$ cat src/rtl/operand_fwd_pkg.sv
`default_nettype none
// ============================================================================
// Module      : operand_fwd_pkg
// Description : Shared constants and width helper for the operand forwarding
//               stage.
// Revision    : 1.0 - initial release
// ============================================================================
package operand_fwd_pkg;

    localparam int STAT_W = 16;
    localparam int SEL_RF = 0;

    // Select code width: one code for the register file plus one per stage.
    function automatic int sel_w_of(input int num_stages);
        return (num_stages < 1) ? 1 : $clog2(num_stages + 1);
    endfunction

endpackage
`default_nettype wire

$ cat src/rtl/fwd_prio_sel.sv
`default_nettype none
// ============================================================================
// Module      : fwd_prio_sel
// Description : Combinational priority matcher; the youngest writing stage
//               whose destination equals the source register wins.
// Revision    : 1.0 - initial release
// ============================================================================
module fwd_prio_sel
    import operand_fwd_pkg::*;
#(
    parameter int NUM_STAGES = 3,
    parameter int REG_BITS   = 5,
    parameter int ZERO_REG   = 31,
    parameter int SEL_W      = 2
) (
    input  logic [REG_BITS-1:0]                  i_src_reg,
    input  logic [NUM_STAGES-1:0]                i_stg_wr,
    input  logic [NUM_STAGES-1:0][REG_BITS-1:0]  i_stg_dest,
    output logic                                 o_match_vld,
    output logic [SEL_W-1:0]                     o_sel,
    output logic                                 o_match0
);

    logic [NUM_STAGES-1:0] w_hit;
    logic                  w_is_zero;

    assign w_is_zero = (i_src_reg == REG_BITS'(ZERO_REG));

    generate
        for (genvar k = 0; k < NUM_STAGES; k++) begin : g_hit
            assign w_hit[k] = i_stg_wr[k] && (i_stg_dest[k] == i_src_reg) && !w_is_zero;
        end
    endgenerate

    // Walk from oldest to youngest so the lowest matching index overwrites last.
    always_comb begin
        o_sel = SEL_W'(SEL_RF);
        for (int k = NUM_STAGES - 1; k >= 0; k--) begin
            if (w_hit[k]) o_sel = SEL_W'(k + 1);
        end
    end

    assign o_match_vld = |w_hit;
    assign o_match0    = w_hit[0];

endmodule
`default_nettype wire

$ cat src/rtl/operand_fwd_stage.sv
`default_nettype none
// ============================================================================
// Module      : operand_fwd_stage
// Description : Registered operand forwarding into the EX pipeline register
//               with stall/flush/bubble handling and load-use hazard detect.
//               OPERAND_FWD_STATS_EN adds saturating forward/hazard counters.
// Revision    : 1.0 - initial release
// ============================================================================
module operand_fwd_stage
    import operand_fwd_pkg::*;
#(
    parameter  int WIDTH      = 64,
    parameter  int NUM_STAGES = 3,
    parameter  int REG_BITS   = 5,
    parameter  int ZERO_REG   = 31,
    localparam int SEL_W      = sel_w_of(NUM_STAGES)
) (
    input  logic                                 clk,
    input  logic                                 rst_n,
    input  logic                                 in_valid,
    input  logic [REG_BITS-1:0]                  src_reg,
    input  logic [WIDTH-1:0]                     rf_data,
    input  logic [NUM_STAGES-1:0]                stg_wr,
    input  logic [NUM_STAGES-1:0][REG_BITS-1:0]  stg_dest,
    input  logic [NUM_STAGES-1:0][WIDTH-1:0]     stg_data,
    input  logic                                 ex_is_load,
    input  logic                                 stall_in,
    input  logic                                 flush_in,
    output logic                                 hazard,
    output logic [WIDTH-1:0]                     op_out,
    output logic                                 op_valid,
    output logic [SEL_W-1:0]                     op_sel
`ifdef OPERAND_FWD_STATS_EN
    ,
    output logic [NUM_STAGES-1:0][STAT_W-1:0]    fwd_cnt,
    output logic [STAT_W-1:0]                    haz_cnt
`endif
);

    logic             w_match_vld;
    logic             w_match0;
    logic [SEL_W-1:0] w_sel;
    logic             w_is_zero;
    logic [WIDTH-1:0] w_next_data;

    logic [WIDTH-1:0] r_op_out;
    logic             r_op_valid;
    logic [SEL_W-1:0] r_op_sel;

    fwd_prio_sel #(
        .NUM_STAGES (NUM_STAGES),
        .REG_BITS   (REG_BITS),
        .ZERO_REG   (ZERO_REG),
        .SEL_W      (SEL_W)
    ) u_prio (
        .i_src_reg   (src_reg),
        .i_stg_wr    (stg_wr),
        .i_stg_dest  (stg_dest),
        .o_match_vld (w_match_vld),
        .o_sel       (w_sel),
        .o_match0    (w_match0)
    );

    assign w_is_zero = (src_reg == REG_BITS'(ZERO_REG));

    always_comb begin
        w_next_data = rf_data;
        if (w_is_zero) begin
            w_next_data = '0;
        end else if (w_match_vld) begin
            for (int k = 0; k < NUM_STAGES; k++) begin
                if (w_sel == SEL_W'(k + 1)) w_next_data = stg_data[k];
            end
        end
    end

    // Stall-independent so the front end can hold decode before the edge.
    assign hazard = in_valid && w_match0 && ex_is_load;

    always_ff @(posedge clk or negedge rst_n) begin
        if (!rst_n) begin
            r_op_out   <= '0;
            r_op_valid <= 1'b0;
            r_op_sel   <= SEL_W'(SEL_RF);
        end else if (flush_in) begin
            r_op_out   <= '0;
            r_op_valid <= 1'b0;
            r_op_sel   <= SEL_W'(SEL_RF);
        end else if (stall_in) begin
            r_op_out   <= r_op_out;
            r_op_valid <= r_op_valid;
            r_op_sel   <= r_op_sel;
        end else if (hazard) begin
            r_op_valid <= 1'b0;
            r_op_sel   <= SEL_W'(SEL_RF);
        end else begin
            r_op_out   <= w_next_data;
            r_op_valid <= in_valid;
            r_op_sel   <= w_sel;
        end
    end

    assign op_out   = r_op_out;
    assign op_valid = r_op_valid;
    assign op_sel   = r_op_sel;

`ifdef OPERAND_FWD_STATS_EN
    logic [NUM_STAGES-1:0][STAT_W-1:0] r_fwd_cnt;
    logic [STAT_W-1:0]                 r_haz_cnt;
    logic                              w_capture;

    assign w_capture = !flush_in && !stall_in && !hazard;

    always_ff @(posedge clk or negedge rst_n) begin
        if (!rst_n) begin
            r_fwd_cnt <= '0;
            r_haz_cnt <= '0;
        end else begin
            for (int k = 0; k < NUM_STAGES; k++) begin
                if (w_capture && in_valid && (w_sel == SEL_W'(k + 1)) && (r_fwd_cnt[k] != '1))
                    r_fwd_cnt[k] <= r_fwd_cnt[k] + 1'b1;
            end
            if (hazard && !flush_in && !stall_in && (r_haz_cnt != '1))
                r_haz_cnt <= r_haz_cnt + 1'b1;
        end
    end

    assign fwd_cnt = r_fwd_cnt;
    assign haz_cnt = r_haz_cnt;
`endif

endmodule
`default_nettype wire
$ cat config.mk
export PLATFORM = sky130hd
export DESIGN_NAME = operand_fwd_stage
export DESIGN_NICKNAME = d
export VERILOG_FILES = /design/src/rtl/operand_fwd_pkg.sv /design/src/rtl/fwd_prio_sel.sv /design/src/rtl/operand_fwd_stage.sv
export SDC_FILE = /design/constraint.sdc
export NUM_CORES = 1
export LEC_CHECK = 0
export CORE_AREA = 2 2 139 141
export CTS_CLUSTER_DIAMETER = 60
export CTS_CLUSTER_SIZE = 40
export DETAILED_ROUTE_END_ITERATION = 8
export DIE_AREA = 0 0 141 143
export PLACE_DENSITY_LB_ADDON = 0.15
export SLEW_MARGIN = 20
export SYNTH_ARGS = -nofsm -noshare
export SYNTH_HDL_FRONTEND = slang
export SYNTH_SLANG_ARGS = --single-unit
export TNS_END_PERCENT = 50
$ cat constraint.sdc
create_clock -name clk -period 2.75 [get_ports clk]
set_clock_uncertainty 0.15 [all_clocks]
set_input_delay 0.55 -clock clk [delete_from_list [all_inputs] [get_ports clk]]
set_output_delay 0.55 -clock clk [all_outputs]
set_load 0.05 [all_outputs]
Word-level counts from Yosys, hierarchy flattened
Cells that the tools add are included.

Register bits: 67. Bits in latches: 0. Bits in writable memories: 0. ROM bits: 0. Bits of input ports: 285. Output and inout port bits: 68. Logic and storage cells: 40. Memories: 0.

$add $sub $neg: 0. Multipliers: 0. Divide/modulo/power cells: 0. Order comparisons: 0. Eq/ne operators: 9. Shift-type cells: 0. Mux-type cells: 17. Bitwise operators: 0. Reductions and logical operators: 11.

Operators with widths (number): 64-bit two-way mux (8); 5-bit equality test (3); 2-bit two-way mux (6); 1-bit logical AND (8); 5-bit equality test, second input constant (1); 2-bit equality test, second input constant (2); 1-bit two-way mux (3); 3-bit OR reduction (1); 2-bit by 1-bit equality test with 1-bit output, second input constant (1); 2-bit by 1-bit inequality test with 1-bit output, second input constant (1); 2-bit inequality test, second input constant (1); 2-bit AND reduction (1); 1-bit logical NOT (1).

Depth between registers and ports, before layout
Depth in word-level cells: 15. Gate-level depth with buffers: 8. Gate-level depth less buffers: 6.

Hierarchy
A second synthesis with hierarchy kept.

Cells, all modules: 550. Area, all modules: 5177.5 µm².

By module, submodules not included: operand_fwd_stage (times used 1, cells an instance 519, area each 4951.0 µm², seq. area each 1676.6 µm²); fwd_prio_sel (times used 1, cells an instance 31, area each 226.5 µm², seq. area each 0.0 µm²).

Worst setup path before layout
Ideal clock, no wire load.

Kind: input port to output port. Start: input stg_dest[0] (netlist bit). End: output hazard. Data arrival time: 2.109 ns. Data required time: 2.050 ns. Path slack: -0.059 ns. Stages on the path: 7. Buffers on the path: 2. Cells stage by stage: xnor2_1 -> nand4_1 -> nor2_1 -> nand2_1 -> buf_2 -> clkbuf_1 -> nor2_1.

Longest elaborated chain between the ends: 5.

Ends and longest elaborated chain: start: declaration (line operand_fwd_stage.sv:24) `input logic [NUM_STAGES-1:0][REG_BITS-1:0] stg_dest,`; 5-bit equality test (line fwd_prio_sel.sv:31) `assign w_hit[k] = i_stg_wr[k] && (i_stg_dest[k] == i_src_reg) && !w_is_zero;`; 1-bit logical AND (2 in series) (line fwd_prio_sel.sv:31); 1-bit logical AND (2 in series) (line operand_fwd_stage.sv:78) `assign hazard = in_valid && w_match0 && ex_is_load;`; end: declaration (line operand_fwd_stage.sv:29) `output logic hazard,`.

Every way passes these cells.

Worst setup path after layout
Start: input stg_dest[1] (netlist bit). End: register r_op_out[50], in the netlist op_out[50].

Longest elaborated chain between the ends: 13. Elaborated cells between the ends (all ways): 20. Classes of those cells: eq/ne: 5; mux: 9; reduce/logical: 6.

Ends and longest elaborated chain: 5-bit equality test * (line fwd_prio_sel.sv:31); 1-bit logical AND * (2 in series) (line fwd_prio_sel.sv:31); 2-bit two-way mux (line fwd_prio_sel.sv:39) `if (w_hit[k]) o_sel = SEL_W'(k + 1);`; 2-bit by 1-bit equality test with 1-bit output (line operand_fwd_stage.sv:72) `if (w_sel == SEL_W'(k + 1)) w_next_data = stg_data[k];`; 64-bit two-way mux (3 in series) (line operand_fwd_stage.sv:72); 64-bit two-way mux (line operand_fwd_stage.sv:70) `end else if (w_match_vld) begin`; 64-bit two-way mux (line operand_fwd_stage.sv:68) `if (w_is_zero) begin`; 64-bit two-way mux (line operand_fwd_stage.sv:93) `end else if (hazard) begin`; 64-bit two-way mux (line operand_fwd_stage.sv:89) `end else if (stall_in) begin`; 64-bit two-way mux (line operand_fwd_stage.sv:85) `end else if (flush_in) begin`; end signal: assignment (line operand_fwd_stage.sv:90) `r_op_out <= r_op_out;`; end signal: assignment (line operand_fwd_stage.sv:97) `r_op_out <= w_next_data;`; end: declaration (line operand_fwd_stage.sv:46) `logic [WIDTH-1:0] r_op_out;`.

Mark *: on every way between the ends. The rest lies on a longest branch, timed or not. The select of a mux whose other input is x is not followed. A chain may end at the register's enable or synchronous reset.

==> out/results.ini <==
[clock_tree]
clk_pin_slew_ns=0.06
cts_hold_buf=0
clkLatencyLatePin_ns=0.33
numCtsBuffers=9
htree_levels=3
cts_tree=done
clockRootBuffer=clkbuf_16
clkSinkCount=67
ctsLongestPathBuffers=2

[timing]
fin_crit_sh_pct=96.56
tightestPinTransition_ns=0.9432
slew_viol_final=0
rsz0062_at_grt=true
hold_violations=0
slew_headroom_pct=37.12
fmax_mhz=376.6
timing.final.crit_period_ns=2.655
tns_ns=0
finalSetupViolations=0

[critical_path]
worst-setup-path-type=in2reg
path_max_fanout=14
required_ns=2.86
startpoint_type=input pin
crit_path_top_delay_cell=clkdlybuf4s50_1
rrSetupSlack_ns=1.74
path_cells=clkdlybuf4s50_1 -> xnor2_1 -> nand4_1 -> buf_4 -> buf_4 -> buf_4 -> nor3_4 -> a31oi_2 -> nor2_4 -> buf_12 -> buf_12 -> a221o_1
r2r_start=op_out[33]
critPathArrivalTime_ns=2.77
path_common_cell=buf_4
r2r-end=op_out[33]
setup.worst_path.end_class=flip-flop
reg2regPathDepth=1
max_stage_delay_ns=0.49

[synthesis]
synth_area_mm2=0.004466
ys.flop_type=dfrtp_1
syn_avg_cell_area_um2=9.323
postSynthCellCount=479
yosys.cell_types.count=33
yosys_warnings=0
synth_edf_count=0
synthArstFlopShare_pct=100.0
synth_seq_cells=67
synth_fp_nets=764
seq_area_frac_synth_pct=37.55

[place]
dp_hpwl_mm=15.26
port-buffer-count=352
gp_congestion=0.8597
dpl.cell_count=1048

[floorplanning]
ios=353
die-width_um=141
initial_utilization_pct=24.03
die_area_mm2=0.02016
core_region_area_mm2=0.01858
die_y_um=143
row_count=50

[power]
swShare_pct=28.65
finalPower_mw=3.474
p_per_area_mw_per_mm2=390.8
p_comb_share_pct=33.0
p_seq_share_pct=31.5
ir_drop_mv=0.2404
intPower_mw=2.479
power_frac_clock_pct=35.5
switchingPower_uw=995.3
p_leak_nw=3.772

[final_layout]
nNetsFinal=1117
syn2layout_area_growth_pct=99.08
stdcell_count=1071
drive_above_1_share_pct=8.134
fill_cells=1715

[run_status]
outcome=finished, final reports clean

[grt]
grt_util_all_layers_pct=19.91
grt_max_degree=68
overflow=0
grt_pass1_wl_mm=31.29
antenna_found_initial=1
grt_pass1_vias=5740

[detailed_routing]
ant_nets=0
post_drt_via_cell_ratio=5.082
routedWlPerCell_um=19.59
drtPass1Iterations=6
drt_iter0_drc=281
vias=5443
drc=0
drt-total-wl_mm=20.98

[hold_path]
hold_class=in2async

[job]
drv_cap=0

worst max-delay path, delay by kind of cell:
| family | cells | cell delay (ns) |
|---|---|---|
| buffers and inverters | 6 | 1.21 |
| and+or+nand+nor | 3 | 0.57 |
| AOI/OAI and AO/OA | 2 | 0.31 |
| xor gates and xnor gates | 1 | 0.12 |
cell type report:
type | instances | area (um^2) | share of cell area (%)
Antenna cell | 1 | 2.502 | 0.02815
Clock buffer | 14 | 284.0 | 3.195
Clock inverter | 1 | 30.03 | 0.3378
Inverter | 1 | 3.754 | 0.04222
Multi-Input combinational cell | 362 | 2579 | 29.01
Sequential cell | 67 | 1677 | 18.86
Tap cell | 234 | 292.8 | 3.293
Timing Repair Buffer | 391 | 4021 | 45.24
cell usage after synthesis (5+ instances only):
cell type / count / area share [%]
a221o_1: 35 / 7.8
nor3_1: 32 / 3.6
xnor2_1: 11 / 2.2
o21ai_0: 29 / 3.3
buf_2: 19 / 2.1
nor2_1: 69 / 5.8
or3_1: 30 / 4.2
nand2_1: 5 / 0.42
buf_4: 5 / 0.84
o21a_1: 29 / 4.9
a32o_1: 29 / 6.5
a211oi_1: 37 / 6.2
clkbuf_1: 17 / 1.4
mux2i_1: 35 / 7.8
buf_6: 6 / 1.5
dfrtp_1: 67 / 38
what timing repair did:
action	4_1_cts	5_1_grt
cloned	0	2
setup buffers	4	1
resized for setup	4	7
pin swaps	3	6
setup endpoints to repair	1	66
flip-flops by register name, indices dropped and copies added, names as in the netlist:
register and cells:
op_out 64, op_sel 2, op_valid 1
placed cells by master (no fill, tap or decap), drive strengths merged, types with 2 or more instances in the layout:
cell | netlist | final
clkdlybuf4s50 | 0 | 345
nor2 | 70 | 70
dfrtp | 67 | 67
buf | 32 | 39
a211oi | 37 | 37
mux2i | 35 | 35
a221o | 35 | 35
nor3 | 33 | 33
or3 | 31 | 31
o21a | 29 | 29
o21ai | 29 | 29
a32o | 29 | 29
clkbuf | 17 | 16
xnor2 | 11 | 11
nand2 | 5 | 5
xor2 | 4 | 4
dlymetal6s2s | 0 | 4
nand4 | 3 | 3
a31oi | 2 | 2
and3 | 2 | 2
cells by family (layout without fill, tap and decap cells):
kind of cell              count (synthesis)  after routing  share of synthesized area (%)
DFF                                      67             67                          37.55
AOI/OAI and AO/OA                       163            163                          29.25
xor gates and xnor gates                 15             15                          2.942
other                                     0              1                              0
buffers and inverters                    50            407                          6.164
and+or+nand+nor                         149            149                          16.25
muxes                                    35             35                          7.845
routing by layer:
layer	global-route usage [%]	part of all wire [%]	up-vias
met5	0	0	-
met4	8.579	2.9	0
met2	35.10	52	227
met1	23.83	40	2623
met3	3.622	6.0	36
li1	-	-	2557
power by group through the flow:
stage / combinational [mW] / sequential (mW) / clock, mW
floorplan: 0.231 / 1.34 / 0
global placement: 1.12 / 1.11 / 0
detailed placement: 1.13 / 1.11 / 0
CTS: 1.14 / 1.09 / 1.28
global route: 1.21 / 1.10 / 1.32
finish: 1.15 / 1.09 / 1.23
worst max-delay path by stage:
stage / startpoint / endpoint / slack, ns / depth (start not counted)
after global routing: stg_dest[4] / op_out[42] / -0.04 / 12
final: stg_dest[1] / op_out[50] / 0.09 / 12
after CTS: src_reg[1] / hazard / 0.03 / 8
after global placement: src_reg[4] / op_out[42] / -0.13 / 9
after floorplan: stg_dest[0] / hazard / 0.16 / 7
after detailed placement: src_reg[3] / op_out[53] / -0.19 / 9
stage by stage:
step           hold WS [ns]  worst slack (ns)  area, um^2  util, %
5_1_grt              0.2731          -0.04054        8890    47.85
6_report             0.2065           0.09451        8890    47.85
3_5_place_dp         0.3320           -0.1861        8434    45.39
4_1_cts              0.2486           0.03052        8790    47.31
2_1_floorplan        0.1044            0.1623        4468        -
3_3_place_gp         0.3225           -0.1268        8434    45.39
Note: power is estimated with default switching activity, not from simulation.
